<file path="src/rtl/clk_div_n.sv">
// ---------------------------------------------------------------------------
// clk_div_n
//
// Runtime-programmable integer clock divider with a 50% duty cycle for both
// odd and even divisors. The divisor can be reloaded while running; a new
// value only takes effect on a period boundary (or at once while stopped),
// so t never shows a truncated or runt pulse.
//
// Ports:
//   clk       in   single clock; posedge is the main domain, negedge only
//                  feeds the odd-divisor retime flop
//   rst       in   synchronous, active-high reset
//   en        in   run enable
//   div_in    in   [WIDTH] requested divisor N (must be >= 2)
//   div_load  in   one-cycle request to load div_in
//   div_ack   out  one-cycle pulse in the first cycle of a period that uses
//                  a newly loaded divisor
//   div_err   out  one-cycle pulse after a rejected load (div_in < 2)
//   t         out  divided clock, period N*Tclk, high time N/2*Tclk
//   tick      out  one-cycle pulse in the first cycle of each output period
// ---------------------------------------------------------------------------
module clk_div_n #(
    parameter int WIDTH       = 8,
    parameter int DEFAULT_DIV = 3
) (
    input  logic             clk,
    input  logic             rst,
    input  logic             en,
    input  logic [WIDTH-1:0] div_in,
    input  logic             div_load,
    output logic             div_ack,
    output logic             div_err,
    output logic             t,
    output logic             tick
);

    localparam logic [WIDTH-1:0] DIV_RST = WIDTH'(DEFAULT_DIV);

    typedef enum logic {
        ST_STOP = 1'b0,
        ST_RUN  = 1'b1
    } state_t;

    state_t           r_state;
    state_t           w_state_nxt;

    logic [WIDTH-1:0] r_cnt;
    logic [WIDTH-1:0] r_div_cur;
    logic [WIDTH-1:0] r_div_pend;
    logic             r_pend;
    logic             r_pos_q;
    logic             r_neg_q;
    logic             r_ack;
    logic             r_err;
    logic             r_tick;

    logic [WIDTH-1:0] w_cnt_nxt;
    logic [WIDTH-1:0] w_cnt_inc;
    logic [WIDTH-1:0] w_half;
    logic [WIDTH-1:0] w_div_cur_nxt;
    logic [WIDTH-1:0] w_div_pend_nxt;
    logic             w_pend_nxt;
    logic             w_pos_nxt;
    logic             w_ack_nxt;
    logic             w_err_nxt;
    logic             w_tick_nxt;
    logic             w_boundary;
    logic             w_load_ok;
    logic             w_apply;

    always_comb begin
        // High phase length H = ceil(N/2), formed without widening so that
        // N = 2^WIDTH-1 cannot carry out of WIDTH bits.
        w_half     = {1'b0, r_div_cur[WIDTH-1:1]} + {{(WIDTH-1){1'b0}}, r_div_cur[0]};
        w_cnt_inc  = r_cnt + WIDTH'(1);
        w_boundary = (r_state == ST_RUN) && (r_cnt == (r_div_cur - WIDTH'(1)));
        w_load_ok  = div_load && (div_in >= WIDTH'(2));
        // Only a load registered before this cycle may be applied, so a
        // request arriving in the boundary cycle waits for the next boundary.
        w_apply    = r_pend && (w_boundary || (r_state == ST_STOP));

        w_state_nxt    = r_state;
        w_cnt_nxt      = r_cnt;
        w_pos_nxt      = r_pos_q;
        w_tick_nxt     = 1'b0;
        w_ack_nxt      = w_apply;
        w_err_nxt      = div_load && !w_load_ok;
        w_div_cur_nxt  = w_apply ? r_div_pend : r_div_cur;
        w_div_pend_nxt = r_div_pend;
        w_pend_nxt     = r_pend;

        // A fresh valid request wins over clearing the flag for the one just
        // applied: last request wins, and it stays pending.
        if (w_load_ok) begin
            w_div_pend_nxt = div_in;
            w_pend_nxt     = 1'b1;
        end else if (w_apply) begin
            w_pend_nxt = 1'b0;
        end

        case (r_state)
            ST_RUN: begin
                if (w_boundary) begin
                    w_cnt_nxt = '0;
                    if (en) begin
                        w_pos_nxt  = 1'b1;
                        w_tick_nxt = 1'b1;
                    end else begin
                        // Park low at cnt=0 once the current period is done.
                        w_state_nxt = ST_STOP;
                        w_pos_nxt   = 1'b0;
                    end
                end else begin
                    w_cnt_nxt = w_cnt_inc;
                    w_pos_nxt = (w_cnt_inc < w_half);
                end
            end
            default: begin
                w_cnt_nxt = '0;
                w_pos_nxt = 1'b0;
                if (en) begin
                    w_state_nxt = ST_RUN;
                    w_pos_nxt   = 1'b1;
                    w_tick_nxt  = 1'b1;
                end
            end
        endcase
    end

    always_ff @(posedge clk) begin
        if (rst) begin
            r_state    <= ST_STOP;
            r_cnt      <= '0;
            r_div_cur  <= DIV_RST;
            r_div_pend <= DIV_RST;
            r_pend     <= 1'b0;
            r_pos_q    <= 1'b0;
            r_ack      <= 1'b0;
            r_err      <= 1'b0;
            r_tick     <= 1'b0;
        end else begin
            r_state    <= w_state_nxt;
            r_cnt      <= w_cnt_nxt;
            r_div_cur  <= w_div_cur_nxt;
            r_div_pend <= w_div_pend_nxt;
            r_pend     <= w_pend_nxt;
            r_pos_q    <= w_pos_nxt;
            r_ack      <= w_ack_nxt;
            r_err      <= w_err_nxt;
            r_tick     <= w_tick_nxt;
        end
    end

    // Half-cycle delayed copy of the phase; ANDing it with r_pos_q trims the
    // rising edge by half a clock, giving exact 50% duty for odd divisors.
    always_ff @(negedge clk) begin
        if (rst) begin
            r_neg_q <= 1'b0;
        end else begin
            r_neg_q <= r_pos_q;
        end
    end

    assign t       = r_div_cur[0] ? (r_pos_q & r_neg_q) : r_pos_q;
    assign tick    = r_tick;
    assign div_ack = r_ack;
    assign div_err = r_err;

endmodule
</file>
<file path="config.mk">
export PLATFORM = sky130hd
export DESIGN_NAME = clk_div_n
export DESIGN_NICKNAME = d
export VERILOG_FILES = /design/src/rtl/clk_div_n.sv
export SDC_FILE = /design/constraint.sdc
export NUM_CORES = 1
export LEC_CHECK = 0
export ABC_AREA = 1
export CAP_MARGIN = 10
export CELL_PAD_IN_SITES_DETAIL_PLACEMENT = 0
export CELL_PAD_IN_SITES_GLOBAL_PLACEMENT = 1
export CORE_ASPECT_RATIO = 0.75
export CORE_MARGIN = 1
export CORE_UTILIZATION = 41
export DETAILED_ROUTE_END_ITERATION = 10
export DONT_BUFFER_PORTS = 1
export PLACE_DENSITY_LB_ADDON = 0.1
export SLEW_MARGIN = 20
export SYNTH_ARGS = -nofsm -noshare
export SYNTH_HDL_FRONTEND = slang
export SYNTH_SLANG_ARGS = --single-unit
</file>
<file path="constraint.sdc">
create_clock -name clk -period 1.7 [get_ports clk]
set_input_delay 0.085 -clock clk [delete_from_list [all_inputs] [get_ports clk]]
set_output_delay 0.085 -clock clk [all_outputs]
set_load 0.02 [all_outputs]
</file>
==> impl_metrics.env <==
export IMPL_outcome="finished, violations left"
export IMPL_failing_checks="setup timing"
export IMPL_setup_violations=22
export IMPL_clk_root_buffer_cell="sky130_fd_sc_hd__clkbuf_8"
export IMPL_htree_num_levels=2
export IMPL_initial_core_util=0.433
export IMPL_max_slew_headroom=0.568
export IMPL_postSynthRegisterBits=31
export IMPL_timing_final_crit_share=1.12
export IMPL_synthesis_area_um2=1770
export IMPL_yosysSeqAreaShare=0.352
export IMPL_layout_min_cycle_time_ps=1900
export IMPL_n_fill_cell=409
export IMPL_syn_area_per_cell_um2=7.03
export IMPL_antenna_violating_nets_post_route=0
export IMPL_critical_path_endpoint_type="register"
export IMPL_postRouteWirelength_um=4130
export IMPL_crit_fanout=3
export IMPL_grt_first_pass_wirelength_um=6760
export IMPL_max_ir_drop_vdd_mv=0.725
export IMPL_routedWlPerCell_um=12.0
export IMPL_reg_area_um2=636
export IMPL_clock_buffers_created_by_tritoncts=5
export IMPL_cts_tree="yes"
export IMPL_grt_start_max_net_pins=18
export IMPL_cts_clk_slew_worst_paths_ps=70
export IMPL_syn2layout_area_growth_pct=32.0
export IMPL_layoutNonFillerInstCount=343
export IMPL_place_gp_congestion=0.826
export IMPL_max_slew_worst_pin_slew_ps=647
export IMPL_die_h_um=58.8
export IMPL_drive_gt1_frac=0.267
export IMPL_grt_usage=0.195
export IMPL_drtPass1Iterations=5
export IMPL_drt_vias_per_instance=4.66
export IMPL_drtIter0Drc=78
export IMPL_floorplan_die_area_um2=4580
export IMPL_antenna_diode_count=0
export IMPL_io_port_bufs=0
export IMPL_hpwl_um=2990
export IMPL_core_area_um2=4080
export IMPL_design_final_nets=310
export IMPL_first_global_vias=1460
export IMPL_max_freq_mhz=526
export IMPL_drc=0
export IMPL_holdCritPathClass="in2reg"
export IMPL_globalRouteOverflowTotal=0
export IMPL_timing_critical_path_required_ps=1870
export IMPL_multi_input_area_um2=1090
export IMPL_crit_path_arrival_time_ps=2070
export IMPL_routed_via_count=1598
export IMPL_setup_tns_final_ps=-2480
export IMPL_max_cap_viol_count=0
export IMPL_placed_cells_incl_taps=324
export IMPL_static_leakage_power_nw=1.05
export IMPL_combinational_cell_fraction_of_total_power=0.261
export IMPL_dieWidth_um=77.8
export IMPL_power_density_nw_per_um2=821
export IMPL_p_clk_frac=0.297
export IMPL_seq_power_share=0.442
export IMPL_max_slew_vio_count=0
export IMPL_clk_latency_ps=330
export IMPL_criticalPathCategory="reg2reg"
export IMPL_power_switching_fraction=0.319
export IMPL_netlist_cell_type_count=25
export IMPL_fin_skew_ps=57.0
export IMPL_synth_warnings=0
export IMPL_postSynthNetCount=274
export IMPL_setup_worst_path_start_class="register"
export IMPL_grt_antenna_before_repair=0
export IMPL_report_final_hold_viol_count=0
export IMPL_row_count=20
export IMPL_clockBufferDepth=2
export IMPL_postSynthCellCount=251
export IMPL_switching_power_mw=0.611
export IMPL_num_io_pins=16
export IMPL_number_of_clock_sinks=31
export IMPL_power_report_internal_total_mw=1.30
export IMPL_rsz0062_at_grt="true"
export IMPL_postLayoutSetupSlackWorst_ps=-200
==> registers in the layout, indices dropped and copies added (netlist names) <==
signal and flops:
r_div_pend 8, r_pend 1, r_state 1, r_neg_q 1, r_cnt 8, tick 1
r_pos_q 1, div_ack 1, div_err 1, r_div_cur 8
==> power by group through the flow <==
stage	logic [mW]	clock network, mW	registers, mW
3_5_place_dp	0.405	0.00736	0.854
2_1_floorplan	0.315	0.00736	0.832
5_1_grt	0.559	0.628	0.853
6_report	0.499	0.569	0.847
4_1_cts	0.473	0.593	0.842
3_3_place_gp	0.408	0.00736	0.854
==> per-layer routing <==
layer | global-route usage | up-vias | routed length (µm)
met5 | 0 | - | 0
met4 | 0.0485 | 0 | 27
met3 | 0.0527 | 2 | 148
met2 | 0.281 | 22 | 1620
met1 | 0.285 | 701 | 2330
li1 | - | 873 | -
==> synth_stat cells <==
| library cell | number | share of area |
|---|---|---|
| sky130_fd_sc_hd__nand2_1 | 53 | 0.11 |
| sky130_fd_sc_hd__inv_1 | 36 | 0.077 |
| sky130_fd_sc_hd__dfxtp_1 | 31 | 0.35 |
| sky130_fd_sc_hd__nor2_1 | 31 | 0.066 |
| sky130_fd_sc_hd__nand3_1 | 22 | 0.062 |
| sky130_fd_sc_hd__a21oi_1 | 17 | 0.048 |
| sky130_fd_sc_hd__ha_1 | 11 | 0.078 |
| sky130_fd_sc_hd__xor2_1 | 8 | 0.040 |
| sky130_fd_sc_hd__o21ai_0 | 6 | 0.017 |
| sky130_fd_sc_hd__nand4_1 | 5 | 0.018 |
| sky130_fd_sc_hd__xnor2_1 | 5 | 0.025 |
| sky130_fd_sc_hd__nor2_2 | 4 | 0.014 |
| sky130_fd_sc_hd__buf_2 | 3 | 0.0085 |
| sky130_fd_sc_hd__clkbuf_1 | 3 | 0.0064 |
| sky130_fd_sc_hd__nand3_2 | 3 | 0.017 |
| sky130_fd_sc_hd__nor3_1 | 3 | 0.0085 |
| sky130_fd_sc_hd__buf_6 | 2 | 0.013 |
| sky130_fd_sc_hd__and3_1 | 1 | 0.0035 |
| sky130_fd_sc_hd__buf_8 | 1 | 0.0085 |
| sky130_fd_sc_hd__nand2_4 | 1 | 0.0064 |
| sky130_fd_sc_hd__nand3b_1 | 1 | 0.0043 |
| sky130_fd_sc_hd__nor4_1 | 1 | 0.0035 |
| sky130_fd_sc_hd__o21a_1 | 1 | 0.0043 |
| sky130_fd_sc_hd__o21ai_1 | 1 | 0.0028 |
| sky130_fd_sc_hd__o221ai_1 | 1 | 0.0050 |
==> cell families after synthesis <==
kind of cell    after synthesis  synth area share
flops                        31             0.352
xor+xnor                     13            0.0645
buf+inv                      45             0.113
simple gates                125             0.316
compound gates               26            0.0772
fa+ha+maj                    11            0.0780
==> metrics by stage <==
stage                     power, mW  utilization  hold slack [ps]  cell area (µm²)  setup slack (ps)
after global routing           2.04        0.571             22.4             2330              -294
after detailed placement       1.27        0.500              162             2040              -231
after CTS                      1.91        0.555             -130             2260              -198
after floorplan                1.15            -              205             1820             -49.1
final                          1.91        0.571             9.40             2330              -200
after global placement         1.27        0.500              159             2040              -228
==> worst max-delay path: stages, from the launching register on <==
cell and delay, ps:
sky130_fd_sc_hd__dfxtp_4 370, sky130_fd_sc_hd__ha_4 150, sky130_fd_sc_hd__ha_4 140, sky130_fd_sc_hd__nand3_2 60, sky130_fd_sc_hd__nand3b_1 180, sky130_fd_sc_hd__xor2_1 160, sky130_fd_sc_hd__ha_1 300, sky130_fd_sc_hd__nand4_1 120
sky130_fd_sc_hd__o221ai_2 160, sky130_fd_sc_hd__nand2_1 70, sky130_fd_sc_hd__nand2_1 60, sky130_fd_sc_hd__inv_1 30
==> cells in the final DEF, fill, tap and decap left out, types with 4 or more instances in the layout <==
cell type	n
sky130_fd_sc_hd__inv_2	4
sky130_fd_sc_hd__xnor2_1	5
sky130_fd_sc_hd__dlygate4sd3_1	6
sky130_fd_sc_hd__a21oi_1	17
sky130_fd_sc_hd__ha_4	4
sky130_fd_sc_hd__nand2_1	49
sky130_fd_sc_hd__clkbuf_8	5
sky130_fd_sc_hd__nor2_1	28
sky130_fd_sc_hd__buf_4	27
sky130_fd_sc_hd__nand3_1	17
sky130_fd_sc_hd__o21ai_0	5
sky130_fd_sc_hd__nand3_2	7
sky130_fd_sc_hd__ha_1	7
sky130_fd_sc_hd__dfxtp_1	25
sky130_fd_sc_hd__xor2_1	8
sky130_fd_sc_hd__inv_1	31
sky130_fd_sc_hd__nand4_1	5
sky130_fd_sc_hd__nor2_2	5
==> worst paths after layout <==
kind	slack [ps]	to	start	cells past startpoint
max reg2reg	-200	r_pos_q	r_div_cur[1]	11
min	9	r_div_pend[4]	div_in[4]	2
max	-200	r_pos_q	r_div_cur[1]	11
min reg2reg	450	r_div_pend[1]	r_div_pend[1]	2
==> area by class of cell <==
class | count | share of cell area
Tap cell | 55 | 0.0295
Timing Repair Buffer | 37 | 0.136
Multi-Input combinational cell | 176 | 0.466
Clock buffer | 6 | 0.0311
Sequential cell | 31 | 0.273
Inverter | 35 | 0.0574
Clock inverter | 3 | 0.00698
==> repair_timing <==
action                                 4_1_cts  5_1_grt
gates cloned                                 1        0
pin swaps                                    9       13
buffers inserted                             4        0
setup endpoints to repair                   22       23
gates resized for setup                     19       14
hold buffers                                 4        2
endpoints found under the hold margin        9        5
No activity file was read; power rests on OpenSTA's default activity.
